$ cat config.mk
export PLATFORM = sky130hd
export DESIGN_NAME = vape_immutability_mr
export DESIGN_NICKNAME = d
export VERILOG_FILES = /design/src/rtl/vape_immutability_mr.sv
export SDC_FILE = /design/constraint.sdc
export NUM_CORES = 1
export LEC_CHECK = 0
export ABC_AREA = 1
export BUFFER_PORTS_ARGS = -buffer_cell sky130_fd_sc_hd__buf_4
export CAP_MARGIN = 20
export CORE_MARGIN = 10
export CORE_UTILIZATION = 45
export CTS_BUF_LIST = sky130_fd_sc_hd__clkbuf_16
export DETAILED_ROUTE_END_ITERATION = 7
export HOLD_SLACK_MARGIN = 0.1
export PLACE_DENSITY_LB_ADDON = 0.3
export SLEW_MARGIN = 0
export SYNTH_ARGS = -nofsm -noshare
export SYNTH_HDL_FRONTEND = slang
export SYNTH_SLANG_ARGS = --single-unit
$ cat constraint.sdc
create_clock -name clk -period 4.2 [get_ports clk]
set_clock_uncertainty 0.2 [all_clocks]
set_input_delay 0.84 -clock clk [delete_from_list [all_inputs] [get_ports clk]]
set_output_delay 0.84 -clock clk [all_outputs]
set_load 0.05 [all_outputs]
$ cat src/rtl/vape_immutability_mr.sv
// Registered VAPE immutability monitor: tracks exec validity against protected
// regions and keeps first-violation diagnostics with a saturating count.
module vape_rgn_hit #(
    parameter int ADDR_W = 16
) (
    input  logic [ADDR_W-1:0] addr,
    input  logic [ADDR_W-1:0] lo,
    input  logic [ADDR_W-1:0] hi,
    input  logic              en,
    output logic              hit
);
    // An inverted range (lo > hi) can never satisfy both bounds.
    assign hit = en && (addr >= lo) && (addr <= hi);
endmodule

module vape_immutability_mr #(
    parameter int                ADDR_W    = 16,
    parameter int                N_REGIONS = 4,
    parameter logic [ADDR_W-1:0] META_MIN  = 16'h0140,
    parameter logic [ADDR_W-1:0] META_MAX  = 16'h016A,
    parameter logic [ADDR_W-1:0] IVT_MIN   = 16'hFFE0,
    parameter logic [ADDR_W-1:0] IVT_MAX   = 16'hFFFF,
    parameter int                CNT_W     = 8
) (
    input  logic                          clk,
    input  logic                          rst_n,
    input  logic [ADDR_W-1:0]             pc,
    input  logic [ADDR_W-1:0]             data_addr,
    input  logic                          data_en,
    input  logic [ADDR_W-1:0]             dma_addr,
    input  logic                          dma_en,
    input  logic [ADDR_W-1:0]             ER_min,
    input  logic [ADDR_W-1:0]             ER_max,
    input  logic [N_REGIONS*ADDR_W-1:0]   rgn_min,
    input  logic [N_REGIONS*ADDR_W-1:0]   rgn_max,
    input  logic [N_REGIONS-1:0]          rgn_en,
    input  logic                          clr,
    output logic                          exec,
    output logic                          viol_valid,
    output logic [1:0]                    viol_src,
    output logic [ADDR_W-1:0]             viol_addr,
    output logic [N_REGIONS+2:0]          viol_rgn,
    output logic [CNT_W-1:0]              viol_cnt
);
    localparam int NR = N_REGIONS + 3;
    localparam logic [CNT_W-1:0] CNT_MAX = {CNT_W{1'b1}};

    typedef enum logic {ABORT = 1'b0, EXEC = 1'b1} state_t;
    state_t state;

    logic [NR-1:0][ADDR_W-1:0] lo_all, hi_all;
    logic [NR-1:0]             en_all;
    logic [NR-1:0]             cpu_raw, dma_raw, cpu_mask, dma_mask, new_rgn;
    logic                      hit_cpu, hit_dma, mem_change, is_fst_er;
    logic [ADDR_W-1:0]         cap_addr;

    always_comb begin
        lo_all[0] = ER_min;   hi_all[0] = ER_max;
        lo_all[1] = META_MIN; hi_all[1] = META_MAX;
        lo_all[2] = IVT_MIN;  hi_all[2] = IVT_MAX;
        for (int i = 0; i < N_REGIONS; i++) begin
            lo_all[i+3] = rgn_min[i*ADDR_W +: ADDR_W];
            hi_all[i+3] = rgn_max[i*ADDR_W +: ADDR_W];
        end
        en_all = {rgn_en, 3'b111};
    end

    for (genvar g = 0; g < NR; g++) begin : g_rgn
        vape_rgn_hit #(.ADDR_W(ADDR_W)) u_cpu (
            .addr(data_addr), .lo(lo_all[g]), .hi(hi_all[g]), .en(en_all[g]), .hit(cpu_raw[g])
        );
        vape_rgn_hit #(.ADDR_W(ADDR_W)) u_dma (
            .addr(dma_addr), .lo(lo_all[g]), .hi(hi_all[g]), .en(en_all[g]), .hit(dma_raw[g])
        );
    end

    assign cpu_mask   = data_en ? cpu_raw : '0;
    assign dma_mask   = dma_en ? dma_raw : '0;
    assign new_rgn    = cpu_mask | dma_mask;
    assign hit_cpu    = |cpu_mask;
    assign hit_dma    = |dma_mask;
    assign mem_change = hit_cpu | hit_dma;
    assign is_fst_er  = (pc == ER_min);
    assign cap_addr   = hit_cpu ? data_addr : dma_addr;

    // While in reset the state register may still hold EXEC; exec must already
    // behave as if in ABORT.
    assign exec = ((rst_n && state == EXEC) || is_fst_er) && !mem_change;

    always_ff @(posedge clk) begin
        if (!rst_n) begin
            state      <= ABORT;
            viol_valid <= 1'b0;
            viol_src   <= '0;
            viol_addr  <= '0;
            viol_rgn   <= '0;
            viol_cnt   <= '0;
        end else begin
            case (state)
                ABORT:   if (is_fst_er && !mem_change) state <= EXEC;
                EXEC:    if (mem_change) state <= ABORT;
                default: state <= ABORT;
            endcase

            if (mem_change) begin
                if (clr || !viol_valid) begin
                    viol_addr  <= cap_addr;
                    viol_valid <= 1'b1;
                end
                // A violation in the clearing cycle restarts the record from it.
                if (clr) begin
                    viol_src <= {hit_dma, hit_cpu};
                    viol_rgn <= new_rgn;
                    viol_cnt <= CNT_W'(1);
                end else begin
                    viol_src <= viol_src | {hit_dma, hit_cpu};
                    viol_rgn <= viol_rgn | new_rgn;
                    viol_cnt <= (viol_cnt == CNT_MAX) ? viol_cnt : viol_cnt + 1'b1;
                end
            end else if (clr) begin
                viol_valid <= 1'b0;
                viol_src   <= '0;
                viol_addr  <= '0;
                viol_rgn   <= '0;
                viol_cnt   <= '0;
            end
        end
    end
endmodule

# Word-level counts from Yosys, hierarchy flattened
# Index checks and enable logic that the tools add are counted.
[word_totals]
reg_bits = 35
out_inout_bits = 35
input_bits = 217
elab_cells = 100
[op_classes]
muxes = 22
order_cmp = 28
eq_ne = 4
n_addsub = 1
reduce_logical = 34
n_bitwise = 5
[op_table]
columns = ["operator", "n"]
rows = [
  ["$ge A16 B16 Y1", 10],
  ["$le A16 B16 Y1", 10],
  ["$mux W16", 4],
  ["$mux W7", 5],
  ["$ge A16 B16 Y1 const B", 2],
  ["$ge A16 B9 Y1 const B", 2],
  ["$le A16 B16 Y1 const B", 2],
  ["$le A16 B9 Y1 const B", 2],
  ["$mux W8", 4],
  ["$logic_and A1 B1 Y1", 25],
  ["$eq A16 B16 Y1", 1],
  ["$or A7 B7 Y7", 2],
  ["$reduce_or A7 Y1", 2],
  ["$add A8 B1 Y8 const B", 1],
  ["$eq A8 B8 Y1 const B", 1],
  ["$mux W2", 3],
  ["$mux W1", 5],
  ["$reduce_and A2 Y1", 2],
  ["$logic_not A1 Y1", 2],
  ["$logic_or A1 B1 Y1", 2],
  ["$ne A2 B1 Y1 const B", 1],
  ["$ne A2 B2 Y1 const B", 1],
  ["$or A2 B2 Y2", 1],
  ["$pmux W1 S2", 1],
  ["3 further kinds", 3],
]

# Depth between registers and ports, before layout
[depth]
word_depth = 10
ltp_mapped = 20
ltp_nobuf = 20

# By module
# A second synthesis with hierarchy kept.
[unflattened]
cells_unflattened = 2338
hier_area_um2 = 14473.9
[by_module_without_submodules]
columns = ["mod", "seq_area_each_um2", "cells_each", "instances", "area_per_inst_um2"]
rows = [
  ["vape_rgn_hit", 0.0, 142, 14, 870.8],
  ["vape_immutability_mr", 700.7, 350, 1, 2282.2],
]

# Least setup slack after synthesis
# OpenSTA, ideal clock, no wires.
[synth_path]
kind = "input to output"
startpoint = "in dma_addr[0]"
endpoint = "out exec"
arrival_ns = 3.034
slack_ns = 0.126
t_required_ns = 3.160
cell_stages = 15
path_cell_list = "inv_1 -> ha_1 -> nand2_1 -> nor2_1 -> and2_1 -> nor2_1 -> nand2_1 -> nand2_1 -> a21oi_1 -> nand2_1 -> nand3_1 -> nor2_4 -> nand2_4 -> buf_2 -> nor2_1"
[synth_between]
elab_chain_len = 8
[synth_rtl]
columns = ["element", "line", "rtl"]
rows = [
  ["start: declaration", "30", "input logic [ADDR_W-1:0] dma_addr,"],
  ["$ge A16 B16 Y1", "13", "assign hit = en && (addr >= lo) && (addr <= hi);"],
  ["$logic_and A1 B1 Y1 (2 in series)", "13", ""],
  ["$mux W7 *", "78", "assign dma_mask = dma_en ? dma_raw : '0;"],
  ["$reduce_or A7 Y1 *", "81", "assign hit_dma = |dma_mask;"],
  ["$or A1 B1 Y1 *", "82", "assign mem_change = hit_cpu | hit_dma;"],
  ["$logic_not A1 Y1 *", "88", "assign exec = ((rst_n && state == EXEC) || is_fst_er) && !mem_change;"],
  ["$logic_and A1 B1 Y1 *", "88", ""],
  ["end: declaration", "38", "output logic exec,"],
]
# Every way passes the cells marked *; elsewhere a longest branch is shown, timed or not.

# Final worst setup path
[layout_path]
startpoint = "in data_addr[9]"
endpoint = "out exec"
[layout_between]
elab_chain_len = 8
[layout_rtl]
columns = ["element", "line", "rtl"]
rows = [
  ["start: declaration", "28", "input logic [ADDR_W-1:0] data_addr,"],
  ["$ge A16 B16 Y1", "13", ""],
  ["$logic_and A1 B1 Y1 (2 in series)", "13", ""],
  ["$mux W7 *", "77", "assign cpu_mask = data_en ? cpu_raw : '0;"],
  ["$reduce_or A7 Y1 *", "80", "assign hit_cpu = |cpu_mask;"],
  ["$or A1 B1 Y1 *", "82", ""],
  ["$logic_not A1 Y1 *", "88", ""],
  ["$logic_and A1 B1 Y1 *", "88", ""],
]
# Marks and branches as above.

==> out/qor.txt <==
Outcome - finished, final reports clean
Synth top area share - 0.384
DIE AREA - 0.0297 mm²
Synth Instances - 1,623
Final wirelength - 36.6 mm
Hold path cells - 2
Commonest non-fill, non-tap cell in the layout - nand2_1
Placed instance area - 0.0127 mm²
Area Overhead vs Synth - 23.3%
Min-Delay Path Class - reg2reg
Area leader, netlist - ha_1
Antenna Violating Nets Remaining - 0
Seq/Total Area, Yosys - 0.0670
Initial antenna violation count - 0
Final setup viols - 0
DR iter-0 viols - 717
Vias post-DR - 11,333
#FFs+latches synth - 35
Clock root cell - clkbuf_16
Final period utilization - 0.967
Post-synth cell types - 44
Pwr dens - 174 mW/mm²
Vias in the first global route - 11,095
Largest net degree at the start of global routing - 31
GPL Wtd Cong - 0.931
Die Ht - 172 µm
RSZ-0062 raised after global routing - false
Ports - 252
Share of layout cells above drive strength 1 - 0.178
Area contributors post-synth - ha_1 38%, nand2_1 15%, inv_1 10%
Vias/cell - 5.16
Critical path class - in2out
Max frequency - 246 MHz
Synth Area in Adders - 0.384
Largest family of logic cells by synthesized area - adder cells
Slew Limit Fails - 0
DR DRC count - 0
Die X - 172 µm
Worst slew pin tran - 0.649 ns
CTS tree - built
IO Port Bufs - 251
# fillers - 2,283
Fraction of the mapped netlist area in simple logic gates - 0.293
Worst path required time - 3.16 ns
Starting Density - 0.459
Synth Area in Compound Gates - 0.133
P_leak - 7.58 nW
Critical path capture point type - primary output
Worst-case reg-to-reg path depth - 8
GRT Total Usage - 0.238
Area of the core - 0.0228 mm²
Clock Pin Slew Worst Setup and Hold Paths - 0.06 ns
# diodes - 0
Final core utilization - 0.566
Max-Cap Viols - 0
Kind of start point of the critical path - input pin
DRT Pass-1 Iters - 5
Clk buf depth - 2
CP max FO - 15
Clk Latency, worst-skew pair - 0.27 ns
Commonest non-fill, non-tap cells in the layout - 422 x nand2_1, 321 x ha_1, 279 x inv_1
Yosys warns - 0
DP HPWL - 30.3 mm
Row count - 55
GRT overflow - 0
# clock sinks - 35
Htree depth - 2
First-pass GRT wire length - 56.2 mm
Final hold vios - 0
Multiplexer area fraction after synthesis - 0
Arrival @ worst endpoint - 3.02 ns
Final TNS setup - 0 ns
Nets - 2,420
Clock period minus worst slack - 4.06 ns
Avg Cell Area, Syn - 6.44 µm²
Final Instance Area - 0.0129 mm²
Mapped Nets - 2,161
Post-Syn Area - 0.0105 mm²
Slew HR - 0.564
Post-Synth XOR/XNOR Area - 0.0109
WL/cell - 16.7 µm
Peak supply drop - 179 µV
Clock buffers created by TritonCTS - 5
report_power, final:
group          switching (mW)  internal, mW  total (mW)
registers              0.0220         0.365       0.387
logic                   0.879         0.561        1.44
clock network           0.140         0.277       0.417
registers in the layout, summed over array words and instances, names as in the netlist:
register    flops
viol_src        2
viol_valid      1
viol_rgn        7
state           1
viol_cnt        8
viol_addr      16
final timing paths:
| kind | end | slack, ns | from |
|---|---|---|---|
| setup reg to reg | viol_cnt[0] | 2.09 | viol_cnt[0] |
| hold reg to reg | viol_src[0] | 0.26 | viol_src[0] |
| setup / recovery | exec | 0.14 | data_addr[9] |
| hold / removal | viol_src[0] | 0.26 | viol_src[0] |
area by class of cell:
type,count,area [µm²],share of cell area
Sequential cell,35,701,0.0544
Tap cell,313,392,0.0304
Timing Repair Buffer,264,1980,0.154
Clock buffer,5,125,0.00971
Inverter,284,1070,0.0830
Clock inverter,3,38.8,0.00301
Multi-Input combinational cell,1292,8580,0.666
synthesized netlist by cell type:
cell / instances
xor2_1: 9
nor4_1: 7
nor4_2: 2
nor2_1: 115
buf_4: 1
nor3b_1: 2
a21o_1: 1
inv_2: 3
o21ai_0: 45
xnor2_1: 4
buf_2: 2
dfxtp_1: 35
nand2_4: 2
ha_1: 321
a31oi_1: 7
clkbuf_1: 4
a21boi_0: 1
nand3_2: 4
o2111ai_1: 1
nand4_1: 26
o21bai_1: 14
buf_8: 1
and2_1: 3
o21a_1: 13
a21oi_2: 12
nor2_2: 2
nor3b_2: 1
nor2_4: 2
nand2_1: 422
nor3_2: 2
buf_12: 2
nand3b_1: 4
nand3_1: 68
a21boi_1: 1
clkbuf_8: 1
a21oi_4: 1
nor3_1: 15
a21oi_1: 151
o21ai_1: 1
clkinv_1: 1
inv_1: 280
nand2_2: 30
or2_2: 3
buf_1: 1
per-stage QoR:
step	std cells	hold WS, ns	setup slack [ns]	power (mW)
after floorplan	1623	0.278	0.126	1.31
after global placement	2185	0.254	0.193	1.77
after detailed placement	2185	0.251	0.181	1.82
after CTS	2193	0.265	0.176	2.24
after global routing	2196	0.310	0.00704	2.45
final	2196	0.259	0.140	2.24
routing by layer:
| metal | wire, µm | track usage | up-vias |
|---|---|---|---|
| li1 | - | - | 5873 |
| met1 | 16300 | 0.305 | 5043 |
| met2 | 17200 | 0.413 | 373 |
| met3 | 2610 | 0.0351 | 44 |
| met4 | 556 | 0.0450 | 0 |
| met5 | 0 | 0 | - |
worst max-delay path, stage by stage:
cell,delay (ns)
buf_4,0.20
ha_1,0.33
nand4_1,0.11
nor3_1,0.52
nand3_1,0.17
nand3_1,0.13
nand3_1,0.22
nand3_2,0.15
nor2_4,0.06
nand2_4,0.05
nor2_1,0.04
buf_4,0.18
cells by family after synthesis:
logic type | count (synthesis)
flops | 35
simple gates | 710
fa+ha+maj | 321
buf+inv | 296
compound gates | 248
xor+xnor | 13
what timing repair did:
action                                  in CTS  in global routing
hold buffers                                 0                  0
buffers inserted                             0                  3
resized for setup                            0                  1
endpoints found under the setup margin       0                  1
(Power assumes the default switching activity.)
